`src/rtl/csr_enc_hls_deadlock_reporter.sv`:
```
// Watches the OR of per-instance deadlock monitor block flags and declares a sticky deadlock
// after THRESHOLD consecutive blocked cycles, then offers a one-shot ready/valid report record.
module csr_enc_hls_deadlock_reporter #(
  parameter int unsigned NUM_MON   = 4,
  parameter int unsigned THRESHOLD = 16,
  parameter int unsigned TS_W      = 32
) (
  input  logic               clock,
  input  logic               reset,
  input  logic [NUM_MON-1:0] mon_block,
  input  logic               clear,
  output logic               deadlock,
  output logic               report_valid,
  input  logic               report_ready,
  output logic [NUM_MON-1:0] report_mask,
  output logic [TS_W-1:0]    report_time,
  output logic [7:0]         report_count
);

  typedef enum logic [1:0] {StIdle, StWatch, StReport, StLatched} state_e;

  localparam logic [15:0] RunLast = 16'(THRESHOLD - 1);

  state_e             state_q, state_d;
  logic [15:0]        run_q, run_d;
  logic [TS_W-1:0]    ts_q;
  logic               deadlock_q, deadlock_d;
  logic [NUM_MON-1:0] mask_q, mask_d;
  logic [TS_W-1:0]    time_q, time_d;
  logic [7:0]         count_q, count_d;
  logic               any_blk;

  assign any_blk = |mon_block;

  always_comb begin
    state_d    = state_q;
    run_d      = run_q;
    deadlock_d = deadlock_q;
    mask_d     = mask_q;
    time_d     = time_q;
    count_d    = count_q;
    if (clear) begin
      // Re-arm wins over any declaration or handshake landing on the same edge.
      state_d    = StIdle;
      run_d      = '0;
      deadlock_d = 1'b0;
    end else begin
      unique case (state_q)
        StIdle: begin
          if (any_blk) begin
            state_d = StWatch;
            run_d   = 16'd1;
          end else begin
            run_d = '0;
          end
        end
        StWatch: begin
          if (!any_blk) begin
            state_d = StIdle;
            run_d   = '0;
          end else if (run_q == RunLast) begin
            state_d    = StReport;
            run_d      = '0;
            deadlock_d = 1'b1;
            mask_d     = mon_block;
            time_d     = ts_q;
          end else begin
            run_d = run_q + 16'd1;
          end
        end
        StReport: begin
          run_d = '0;
          if (report_ready) begin
            state_d = StLatched;
            if (count_q != 8'hFF) count_d = count_q + 8'd1;
          end
        end
        StLatched: begin
          run_d = '0;
        end
        default: begin
          state_d = StIdle;
          run_d   = '0;
        end
      endcase
    end
  end

  always_ff @(posedge clock) begin
    if (reset) begin
      state_q    <= StIdle;
      run_q      <= '0;
      ts_q       <= '0;
      deadlock_q <= 1'b0;
      mask_q     <= '0;
      time_q     <= '0;
      count_q    <= '0;
    end else begin
      state_q    <= state_d;
      run_q      <= run_d;
      deadlock_q <= deadlock_d;
      mask_q     <= mask_d;
      time_q     <= time_d;
      count_q    <= count_d;
      if (ts_q != {TS_W{1'b1}}) ts_q <= ts_q + 1'b1;
    end
  end

  assign deadlock     = deadlock_q;
  assign report_valid = (state_q == StReport);
  assign report_mask  = mask_q;
  assign report_time  = time_q;
  assign report_count = count_q;

endmodule

```
`config.mk`:
```
export PLATFORM = sky130hd
export DESIGN_NAME = csr_enc_hls_deadlock_reporter
export DESIGN_NICKNAME = d
export VERILOG_FILES = /design/src/rtl/csr_enc_hls_deadlock_reporter.sv
export SDC_FILE = /design/constraint.sdc
export NUM_CORES = 1
export LEC_CHECK = 0
export BUFFER_PORTS_ARGS = -buffer_cell sky130_fd_sc_hd__buf_2
export CELL_PAD_IN_SITES_DETAIL_PLACEMENT = 1
export CELL_PAD_IN_SITES_GLOBAL_PLACEMENT = 1
export CORE_MARGIN = 5
export CORE_UTILIZATION = 43
export CTS_CLUSTER_SIZE = 10
export DETAILED_ROUTE_END_ITERATION = 6
export PLACE_DENSITY = 0.79
export SYNTH_ARGS = -nofsm -noshare
export SYNTH_HDL_FRONTEND = slang
export SYNTH_SLANG_ARGS = --single-unit
```
`constraint.sdc`:
```
create_clock -name clock -period 2.8 [get_ports clock]
set_input_delay 0.56 -clock clock [delete_from_list [all_inputs] [get_ports clock]]
set_output_delay 0.56 -clock clock [all_outputs]
set_load 0.03 [all_outputs]
```
[Word level (Yosys, flattened, before mapping)]
Cells that the tools add are included.
Operators by class
  equal/unequal tests: 9
  multiplexer cells: 9
  bitwise operators: 1
  reductions and logical operators: 9
  add/sub/neg operators: 3
Operators with widths (number)
  $pmux 16 s3: 1
  $add 32x1->32 const B: 1
  $mux 16: 2
  $ne 32x32->1 const B: 1
  $add 16x1->16 const B: 1
  $eq 16x4->1 const B: 1
  $reduce_and 4->1: 3
  $add 8x1->8 const B: 1
  $mux 2: 4
  $ne 8x8->1 const B: 1
  $pmux 2 s3: 1
  $eq 2x2->1 const B: 2
  $reduce_or 2->1: 2
  $reduce_or 4->1: 1
  $ne 3x3->1 const B: 1
  $reduce_and 3->1: 1
  $reduce_bool 3->1: 1
  $eq 2x1->1 const B: 1
  $logic_not 2->1: 1
  $ne 2x1->1 const B: 1
  $ne 2x2->1 const B: 1
  $mux 1: 1
  $not 1->1: 1
Word-level totals
  bits in registers: 95
  logic and storage cells: 38
  input port bits: 8

[Depth between registers and ports, before layout]
Gate-level depths: netlist of run 1.
  word-level depth: 4
  mapped depth: 8
  mapped depth without buffers: 7

[Worst setup path before layout of run 1]
No wires, ideal clock.
  kind: input port to flip-flop
  start: in mon_block[2]
  end: reg mask_q[0] (netlist: report_mask[0])
  path slack: 741 ps
  path buffers: 2
  arrival: 1988 ps
  stages on the path: 7
  path through: or4_1 > nand2_1 > or3_1 > buf_2 > clkbuf_1 > nand2_1 > a21oi_1
Between the ends
  word-level cells in the longest chain between the ends: 2
Ends and longest elaborated chain
  from (decl): RTL line 10  | input logic [NUM_MON-1:0] mon_block,
  $reduce_or 4->1: RTL line 33  | assign any_blk = |mon_block;
  $reduce_and 4->1 (no source line)
  to (signal assigned): RTL line 102  | mask_q <= mask_d;
  to (decl): RTL line 28  | logic [NUM_MON-1:0] mask_q, mask_d;
No other way between the ends.
A chain may end at the register's enable or synchronous reset.

[Final worst setup path of run 1]
  start: reg ts_q[10]
  end: reg ts_q[27]
Between the ends
  word-level cells in the longest chain between the ends: 1
Ends and longest elaborated chain
  from (decl): RTL line 26  | logic [TS_W-1:0] ts_q;
  from (signal assigned): RTL line 105  | if (ts_q != {TS_W{1'b1}}) ts_q <= ts_q + 1'b1;
  $add 32x1->32 or $ne 32x32->1 (tied branches): RTL line 105
Several ways; a longest one is shown, not always the timed one.

==> results of run 1 <==
## registers in the layout, indices dropped and copies added (netlist names)
| signal | flops |
|---|---|
| report_time | 32 |
| report_count | 8 |
| ts_q | 32 |
| deadlock | 1 |
| report_mask | 4 |
| run_q | 16 |
| state_q | 2 |
## final timing paths
path	end	startpoint	slack (ns)
worst max-delay path	ts_q[27]$_SDFFE_PP0P_	ts_q[10]$_SDFFE_PP0P_	0.57
worst min register to register	report_time[12]$_SDFFE_PP0P_	report_time[12]$_SDFFE_PP0P_	0.46
worst min-delay path	report_mask[3]$_SDFFE_PP0P_	mon_block[3]	0.45
worst max register to register	ts_q[27]$_SDFFE_PP0P_	ts_q[10]$_SDFFE_PP0P_	0.57
## cell usage in the layout, fill, tap and decap left out, types with 7 or more instances in the layout
| cell type | count |
|---|---|
| nor2_1 | 44 |
| or4_1 | 9 |
| a21oi_1 | 62 |
| ha_1 | 7 |
| nand3_1 | 14 |
| o21ai_0 | 15 |
| and4_1 | 7 |
| clkbuf_8 | 9 |
| xnor2_1 | 15 |
| nand2_1 | 97 |
| or3_1 | 14 |
| xor2_1 | 11 |
| nand4_1 | 15 |
| buf_2 | 53 |
| inv_1 | 11 |
| and3_1 | 7 |
| o31ai_1 | 7 |
| dfxtp_1 | 95 |
## cell families after synthesis
| family | synth area share, % |
|---|---|
| simple gates | 28.9 |
| compound gates | 12.8 |
| flops | 46.0 |
| buf+inv | 3.39 |
| xor+xnor | 5.51 |
| fa+ha+maj | 2.12 |
| mux | 1.27 |
## power groups by stage
stage	clock, W	combinational (W)	sequential [W]
floorplan	0	0.0000389	0.00139
global placement	0	0.0000576	0.00139
detailed placement	0	0.0000599	0.00140
CTS	0.00102	0.0000611	0.00136
global route	0.00107	0.0000669	0.00136
finish	0.000981	0.0000598	0.00136
## worst min-delay path, cell delays in order
cell and delay (ns):
buf_2 0.11, nand2_1 0.05, a21oi_1 0.05
## routing by layer
metal	track usage, %	wire (microns)	part of all wire (%)
met5	0	0	0
met4	5.86	119	1.1
met3	4.78	357	3.4
met2	34.6	5360	51
met1	21.1	4600	44
## per-stage QoR
step	setup slack, ns	total power (W)	utilization [%]	cell area [sq um]
2_1_floorplan	0.741	0.00143	-	4130
3_3_place_gp	0.610	0.00145	48.6	4510
3_5_place_dp	0.495	0.00146	48.6	4510
4_1_cts	0.563	0.00244	50.9	4720
5_1_grt	0.412	0.00251	50.9	4720
6_report	0.574	0.00240	50.9	4720
## area by class of cell
cell class	count	area, sq um
timing repair buffer	58	303
clock inverter	6	85.1
fill	1176	4560
clock buffer	10	128
multi-input combinational	372	2100
inverter	11	41.3
tap	129	161
sequential	95	1900
==> flow_summary.json, run 1 <==
{
  "viasPerCell": 5.43,
  "die_h_microns": 108,
  "final_antenna_net_count": 0,
  "power.switching_w": 0.000530,
  "skew_ns": 0.0124,
  "setup_violations": 0,
  "critPathBufInv": 0,
  "fin_nets": 562,
  "cap_viol_max_count": 0,
  "track_usage_pct": 18.8,
  "wl_per_cell_microns": 15.3,
  "drcViolationCount": 0,
  "required_ns": 3.11,
  "synth.cells.most_frequent": "nand2_1 (97), dfxtp_1 (95), a21oi_1 (62)",
  "synthesis.area_sq_mm": 0.00413,
  "worstSetupPathType": "reg2reg",
  "yosysTopAreaCell": "dfxtp_1",
  "ys_seq_area_share_pct": 46.0,
  "grt_pass1_vias": 3801,
  "cts_tree": "yes",
  "initial_core_util_pct": 44.5,
  "clock-root-buffer": "clkbuf_8",
  "htreeDepth": 3,
  "cts-resized-gates": 0,
  "drv_slew": 0,
  "firstDrtPassIters": 4,
  "crit_path_max_fanout": 8,
  "dp_hpwl_mm": 7.36,
  "dieArea_sq_mm": 0.0117,
  "io_pins": 54,
  "min_period_ns": 2.23,
  "netSwitchingFraction_pct": 22.1,
  "whs_ns": 0.449,
  "synth_ff_type": "dfxtp_1",
  "grt_max_degree": 37,
  "crit_arrival_ns": 2.54,
  "min_path_cells": 3,
  "synth_edf_count": 0,
  "fp.dieW_microns": 108,
  "start_kind": "flop",
  "cp_top_family": "simple AND/OR/NAND/NOR gates",
  "power_frac_seq_pct": 56.7,
  "synth_cell_types": 46,
  "hold_class": "in2reg",
  "grt_pass1_wl_mm": 17.8,
  "avgSynthCellArea_sq_um": 8.25,
  "dp.cells": 665,
  "comb_power_share_pct": 2.5,
  "routed_wl_mm": 10.4,
  "relSlewSlack_pct": 60.4,
  "numCtsBuffers": 9,
  "grt.overflow.total": 0,
  "synth.most_common_cell": "nand2_1",
  "syn-num-nets": 516,
  "p_leak_nw": 1.70,
  "fmax_ghz": 0.449,
  "core_sq_mm": 0.00928,
  "cts_max_path_buffers": 2,
  "cp_num_cells": 5,
  "n_antenna_cell": 0,
  "drt-initial-drc-count": 115,
  "hold_buffers": 0,
  "synthArstFlopShare_pct": 0,
  "antenna_found_initial": 0,
  "slowest_delay_ns": 0.68,
  "fin_crit_sh_pct": 79.5,
  "fin_cells": 681,
  "cts.reportedPaths.clkPinSlew_ns": 0.10,
  "cts_setup_buffers": 0,
  "synth_top_area_share_pct": 46.0,
  "synth_seq_cells": 95,
  "critPathSlowestCell": "or4_1",
  "gp_congestion": 0.821,
  "rsz0062_at_grt": "false",
  "p_per_area_mw_per_mm2": 509,
  "final_hold_viol_count": 0,
  "areaGrowthSynthToFinish_pct": 14.3,
  "syn_inst": 501,
  "drive_above_1_share_pct": 15.4,
  "insertion_delay_ns": 0.38,
  "synth_area_leaders": "dfxtp_1 (46%), nand2_1 (8.8%), a21oi_1 (7.5%), nor2_1 (4.0%), xnor2_1 (3.2%)",
  "status": "completed",
  "reg2reg_depth": 5,
  "tightest_slew_ns": 0.593,
  "intPower_w": 0.00187,
  "fin_setup_tns_ns": 0,
  "clockPowerShare_pct": 40.8,
  "path_cells": "and4_1, nand2_4, or4_1, or3_1, a21oi_1",
  "end_kind": "flop",
  "ir_drop_uv": 263,
  "io_buffer_count": 53,
  "ys_warn_count": 0,
  "clock-sinks": 95,
  "dr_total_vias": 3695,
  "fp-row-count": 35
}
(Power assumes the default switching activity.)
==> run 2: changes to the inputs <==
--- a/config.mk
+++ b/config.mk
@@ -9,10 +9,10 @@
 export CELL_PAD_IN_SITES_DETAIL_PLACEMENT = 1
 export CELL_PAD_IN_SITES_GLOBAL_PLACEMENT = 1
 export CORE_MARGIN = 5
-export CORE_UTILIZATION = 43
+export CORE_UTILIZATION = 39
 export CTS_CLUSTER_SIZE = 10
 export DETAILED_ROUTE_END_ITERATION = 6
-export PLACE_DENSITY = 0.79
+export PLACE_DENSITY = 0.76
 export SYNTH_ARGS = -nofsm -noshare
 export SYNTH_HDL_FRONTEND = slang
 export SYNTH_SLANG_ARGS = --single-unit
==> constraint.sdc (replaced) <==
create_clock -name clock -period 1.9 [get_ports clock]
set_input_delay 0.38 -clock clock [delete_from_list [all_inputs] [get_ports clock]]
set_output_delay 0.38 -clock clock [all_outputs]
set_load 0.03 [all_outputs]
==> run 2 against run 1 <==
Against the previous run: the run now ends with negative setup slack left; clock power up 33%; global-route usage down 0.95 points; combinational power up 100%; fmax up 9.5%.
==> flow_summary.json, run 2 (synthesized netlist as in run 1, its figures left out) <==
{
  "initial_core_util_pct": 40.0,
  "core_sq_mm": 0.0103,
  "tightest_slew_ns": 0.426,
  "dp_hpwl_mm": 7.93,
  "place_area_sq_mm": 0.00494,
  "cts_tree": "yes",
  "p_per_area_mw_per_mm2": 634,
  "relSlewSlack_pct": 71.3,
  "crit_arrival_ns": 2.32,
  "dieArea_sq_mm": 0.0128,
  "pre_cts_ws_ns": -0.0841,
  "grt_pass1_vias": 4181,
  "layout.cells.most_common_list": "nand2_1 (97), dfxtp_1 (86), buf_4 (57), buf_2 (53), a21oi_1 (52)",
  "viasPerCell": 5.38,
  "grt_max_degree": 55,
  "fp.dieW_microns": 113,
  "insertion_delay_ns": 0.37,
  "fp-row-count": 37,
  "total_power_w": 0.00343,
  "min_period_ns": 2.03,
  "grt_pass1_wl_mm": 19.1,
  "numCtsBuffers": 9,
  "track_usage_pct": 17.8,
  "fillers": 1273,
  "die_h_microns": 113,
  "n_antenna_cell": 0,
  "cts.reportedPaths.clkPinSlew_ns": 0.10,
  "drive_above_1_share_pct": 29.5,
  "multi_input_area_sq_mm": 0.00224,
  "gp_congestion": 0.824,
  "end_kind": "flop",
  "setup_violations": 2,
  "hold_buffers": 0,
  "cts_max_path_buffers": 2,
  "status": "complete, but fails checks",
  "setup_slack_ns": -0.133,
  "clock-root-buffer": "clkbuf_8",
  "drv_slew": 0,
  "fmax_ghz": 0.492,
  "cap_viol_max_count": 0,
  "failed_checks": "negative setup slack",
  "wl_per_cell_microns": 17.0,
  "io_buffer_count": 53,
  "areaGrowthSynthToFinish_pct": 31.1,
  "skew_ns": 0.0125,
  "crit_path_max_fanout": 6,
  "htreeDepth": 3,
  "p_leak_nw": 2.06,
  "ir_drop_uv": 407,
  "fin_crit_sh_pct": 107,
  "antenna_found_initial": 0,
  "io_pins": 54,
  "whs_ns": 0.251,
  "clock-sinks": 95,
  "drt-initial-drc-count": 192,
  "fin_util_pct": 52.5,
  "dr_total_vias": 4026,
  "final_antenna_net_count": 0,
  "routed_wl_mm": 12.7,
  "grt.overflow.total": 0,
  "drcViolationCount": 0,
  "fin_nets": 623,
  "rsz0062_at_grt": "true",
  "register_area_sq_mm": 0.00192,
  "final_common_cell": "nand2_1",
  "firstDrtPassIters": 4,
  "fin_area_sq_mm": 0.00542,
  "worstSetupPathType": "reg2reg",
  "final_hold_viol_count": 0,
  "hold_class": "in2reg",
  "required_ns": 2.19,
  "start_kind": "flop"
}
==> run 2: repair_timing <==
action / CTS / global route
cloned: 0 / 4
setup buffers: 1 / 8
setup endpoints to repair: 56 / 63
gates resized for setup: 8 / 38
pin swaps: 3 / 11
==> run 2: metal layers <==
layer | vias up | wire (microns) | track usage (%)
met3 | 30 | 434 | 3.80
met2 | 76 | 6730 | 34.0
li1 | 1958 | - | -
met4 | 0 | 313 | 4.57
met5 | - | 0 | 0
met1 | 1962 | 5270 | 19.9
==> run 2: per-stage QoR <==
stage / setup TNS, ns / cells
floorplan: -0.0154 / 501
global placement: 0 / 720
detailed placement: -1.10 / 720
CTS: 0 / 737
global route: -2.29 / 749
finish: -0.159 / 749
==> run 2: power breakdown <==
| group | switching, W | total, W | internal, W |
|---|---|---|---|
| clock network | 0.000799 | 0.00130 | 0.000506 |
| registers | 0.00000977 | 0.00201 | 0.00200 |
| logic | 0.0000737 | 0.000121 | 0.0000475 |
==> run 2: final timing paths <==
| path | slack [ns] | cells after the start | startpoint | to |
|---|---|---|---|---|
| setup / recovery | -0.13 | 6 | ts_q[0]$_SDFFE_PP0P_ | ts_q[28]$_SDFFE_PP0P_ |
| hold / removal | 0.25 | 3 | mon_block[2] | report_mask[2]$_SDFFE_PP0P_ |
| setup reg to reg | -0.13 | 6 | ts_q[0]$_SDFFE_PP0P_ | ts_q[28]$_SDFFE_PP0P_ |
| hold reg to reg | 0.46 | 2 | report_time[16]$_SDFFE_PP0P_ | report_time[16]$_SDFFE_PP0P_ |
==> run 2: cell type report <==
| class | instances | share of cell area (%) |
|---|---|---|
| inverters | 11 | 0.762 |
| well taps | 136 | 3.14 |
| clock buffers | 9 | 2.29 |
| clock inverters | 7 | 1.18 |
| flip-flops and latches | 95 | 35.4 |
| repair buffers | 119 | 15.8 |
| multi-input cells | 372 | 41.4 |
==> run 2: worst max-delay path: stages, from the launching register on <==
cell	delay, ns
dfxtp_4	0.39
ha_4	0.15
and4_4	0.24
and3_4	0.20
nand4_1	0.29
or3_1	0.46
a21oi_1	0.22
==> run 3: changes to the inputs <==
--- a/config.mk
+++ b/config.mk
@@ -12,7 +12,9 @@
 export CORE_UTILIZATION = 39
 export CTS_CLUSTER_SIZE = 10
 export DETAILED_ROUTE_END_ITERATION = 6
-export PLACE_DENSITY = 0.76
+export PLACE_DENSITY_LB_ADDON = 0.25
+export RECOVER_POWER = 100
+export SKIP_CTS_REPAIR_TIMING = 1
 export SYNTH_ARGS = -nofsm -noshare
 export SYNTH_HDL_FRONTEND = slang
 export SYNTH_SLANG_ARGS = --single-unit
==> run 3 against run 2 <==
Against the previous run: the flow still finishes with violations (negative setup slack); sequential power about the same; combinational power decreased by 8%; non-clock buffer count decreased by 5; utilization decreased by 1.9 points; sequential share of layout area increased by 1.2 points; design area decreased by 3.6%; via count decreased by 1.8%; cell count decreased by 0.67%; routed wire length decreased by 8.4%; clock-buffer cell count increased by 3; clock skew decreased by 0.0031 ns; flip-flop and latch count unchanged; critical path type unchanged; critical endpoint is now ts_q[31]$_SDFFE_PP0P_.
==> flow_summary.json, run 3 (synthesized netlist as in run 1, its figures left out) <==
{
  "initial_core_util_pct": 40.0,
  "clock-root-buffer": "clkbuf_8",
  "crit_arrival_ns": 2.19,
  "htreeDepth": 3,
  "fin_cells": 744,
  "grt_max_degree": 42,
  "slowest_delay_ns": 0.54,
  "viasPerCell": 5.31,
  "numCtsBuffers": 9,
  "ir_drop_uv": 278,
  "setup_violations": 1,
  "routed_wl_mm": 11.7,
  "cts.reportedPaths.clkPinSlew_ns": 0.09,
  "drv_slew": 0,
  "fin_crit_sh_pct": 100,
  "drive_above_1_share_pct": 19.1,
  "worstSetupPathType": "reg2reg",
  "io_buffer_count": 53,
  "grt_pass1_vias": 4075,
  "hold_class": "in2reg",
  "gp_congestion": 0.858,
  "track_usage_pct": 17.9,
  "drt-initial-drc-count": 206,
  "p_per_area_mw_per_mm2": 662,
  "fp-row-count": 37,
  "rsz0062_at_grt": "true",
  "areaGrowthSynthToFinish_pct": 26.4,
  "min_period_ns": 1.90,
  "final_hold_viol_count": 0,
  "cts_max_path_buffers": 2,
  "path_cells": "and4_4, nand4_4, or4_4, or3_1, a21oi_1",
  "io_pins": 54,
  "start_kind": "flop",
  "firstDrtPassIters": 4,
  "core_sq_mm": 0.0103,
  "layout.cells.most_common_list": "nand2_1 (97), dfxtp_1 (89), a21oi_1 (59), buf_4 (52), clkbuf_1 (48)",
  "end_kind": "flop",
  "drcViolationCount": 0,
  "setup_slack_ns": -0.00333,
  "status": "complete, but fails checks",
  "clock-sinks": 95,
  "fmax_ghz": 0.525,
  "fin_nets": 618,
  "tightest_slew_ns": 0.438,
  "grt_pass1_wl_mm": 19.0,
  "antenna_found_initial": 0,
  "final_common_cell": "nand2_1",
  "die_h_microns": 113,
  "dr_total_vias": 3953,
  "final_antenna_net_count": 0,
  "cap_viol_max_count": 0,
  "dp.cells": 723,
  "p_leak_nw": 1.82,
  "required_ns": 2.19,
  "failed_checks": "negative setup slack",
  "relSlewSlack_pct": 70.8,
  "grt.overflow.total": 0,
  "skew_ns": 0.00946,
  "total_power_w": 0.00346,
  "n_antenna_cell": 0,
  "dieArea_sq_mm": 0.0128,
  "wl_per_cell_microns": 15.7,
  "fp.dieW_microns": 113,
  "critPathSlowestCell": "or4_4",
  "insertion_delay_ns": 0.36,
  "crit_path_max_fanout": 8,
  "cts_tree": "yes",
  "dp_hpwl_mm": 8.17
}
-- run 3: worst paths after layout --
check        slack, ns                          from  depth (start not counted)                      endpoint
max             -0.003          ts_q[7]$_SDFFE_PP0P_                          5         ts_q[31]$_SDFFE_PP0P_
min               0.27                  mon_block[0]                          3   report_mask[0]$_SDFFE_PP0P_
min reg2reg       0.46  report_time[17]$_SDFFE_PP0P_                          2  report_time[17]$_SDFFE_PP0P_
max reg2reg     -0.003          ts_q[7]$_SDFFE_PP0P_                          5         ts_q[31]$_SDFFE_PP0P_
-- run 3: routing by layer --
metal	part of all wire (%)	wire length [microns]	GRT usage, %
met1	44	5150	21.3
met2	51	5950	31.4
met3	3.2	369	4.39
met4	1.8	206	5.93
met5	0	0	0
-- run 3: metrics by stage --
stage / hold WS [ns] / setup WS [ns] / area (sq um) / utilization [%] / setup TNS (ns)
floorplan: 0.449 / -0.00390 / 4150 / - / -0.0154
detailed placement: 0.445 / -0.0696 / 4960 / 48.0 / -0.283
CTS: 0.248 / -0.0951 / 5150 / 49.9 / -0.433
finish: 0.273 / -0.00333 / 5220 / 50.6 / -0.00333
global route: 0.251 / -0.0703 / 5220 / 50.6 / -0.877
global placement: 0.441 / -0.00604 / 4960 / 48.0 / -0.0183
-- run 3: layout make-up --
type                            count  area [sq um]
Fill cell                        1316          5100
Sequential cell                    95          1910
Tap cell                          136           170
Clock inverter                      4          45.0
Timing Repair Buffer              114           727
Clock buffer                       12           145
Inverter                           11          41.3
Multi-Input combinational cell    372          2180
-- run 3: power by group --
group          leakage (nW)  internal (W)  switching, W  total [W]
Combinational         0.954     0.0000428     0.0000679   0.000111
Sequential            0.768       0.00200     0.0000112    0.00201
Clock                 0.100      0.000640      0.000695    0.00134
-- run 3: worst max-delay path, delay by kind of cell, from the launching register on --
kind,cells,cell delay [ns]
and+or+nand+nor,4,1.31
AOI/OAI and AO/OA,1,0.14
DFF,1,0.39
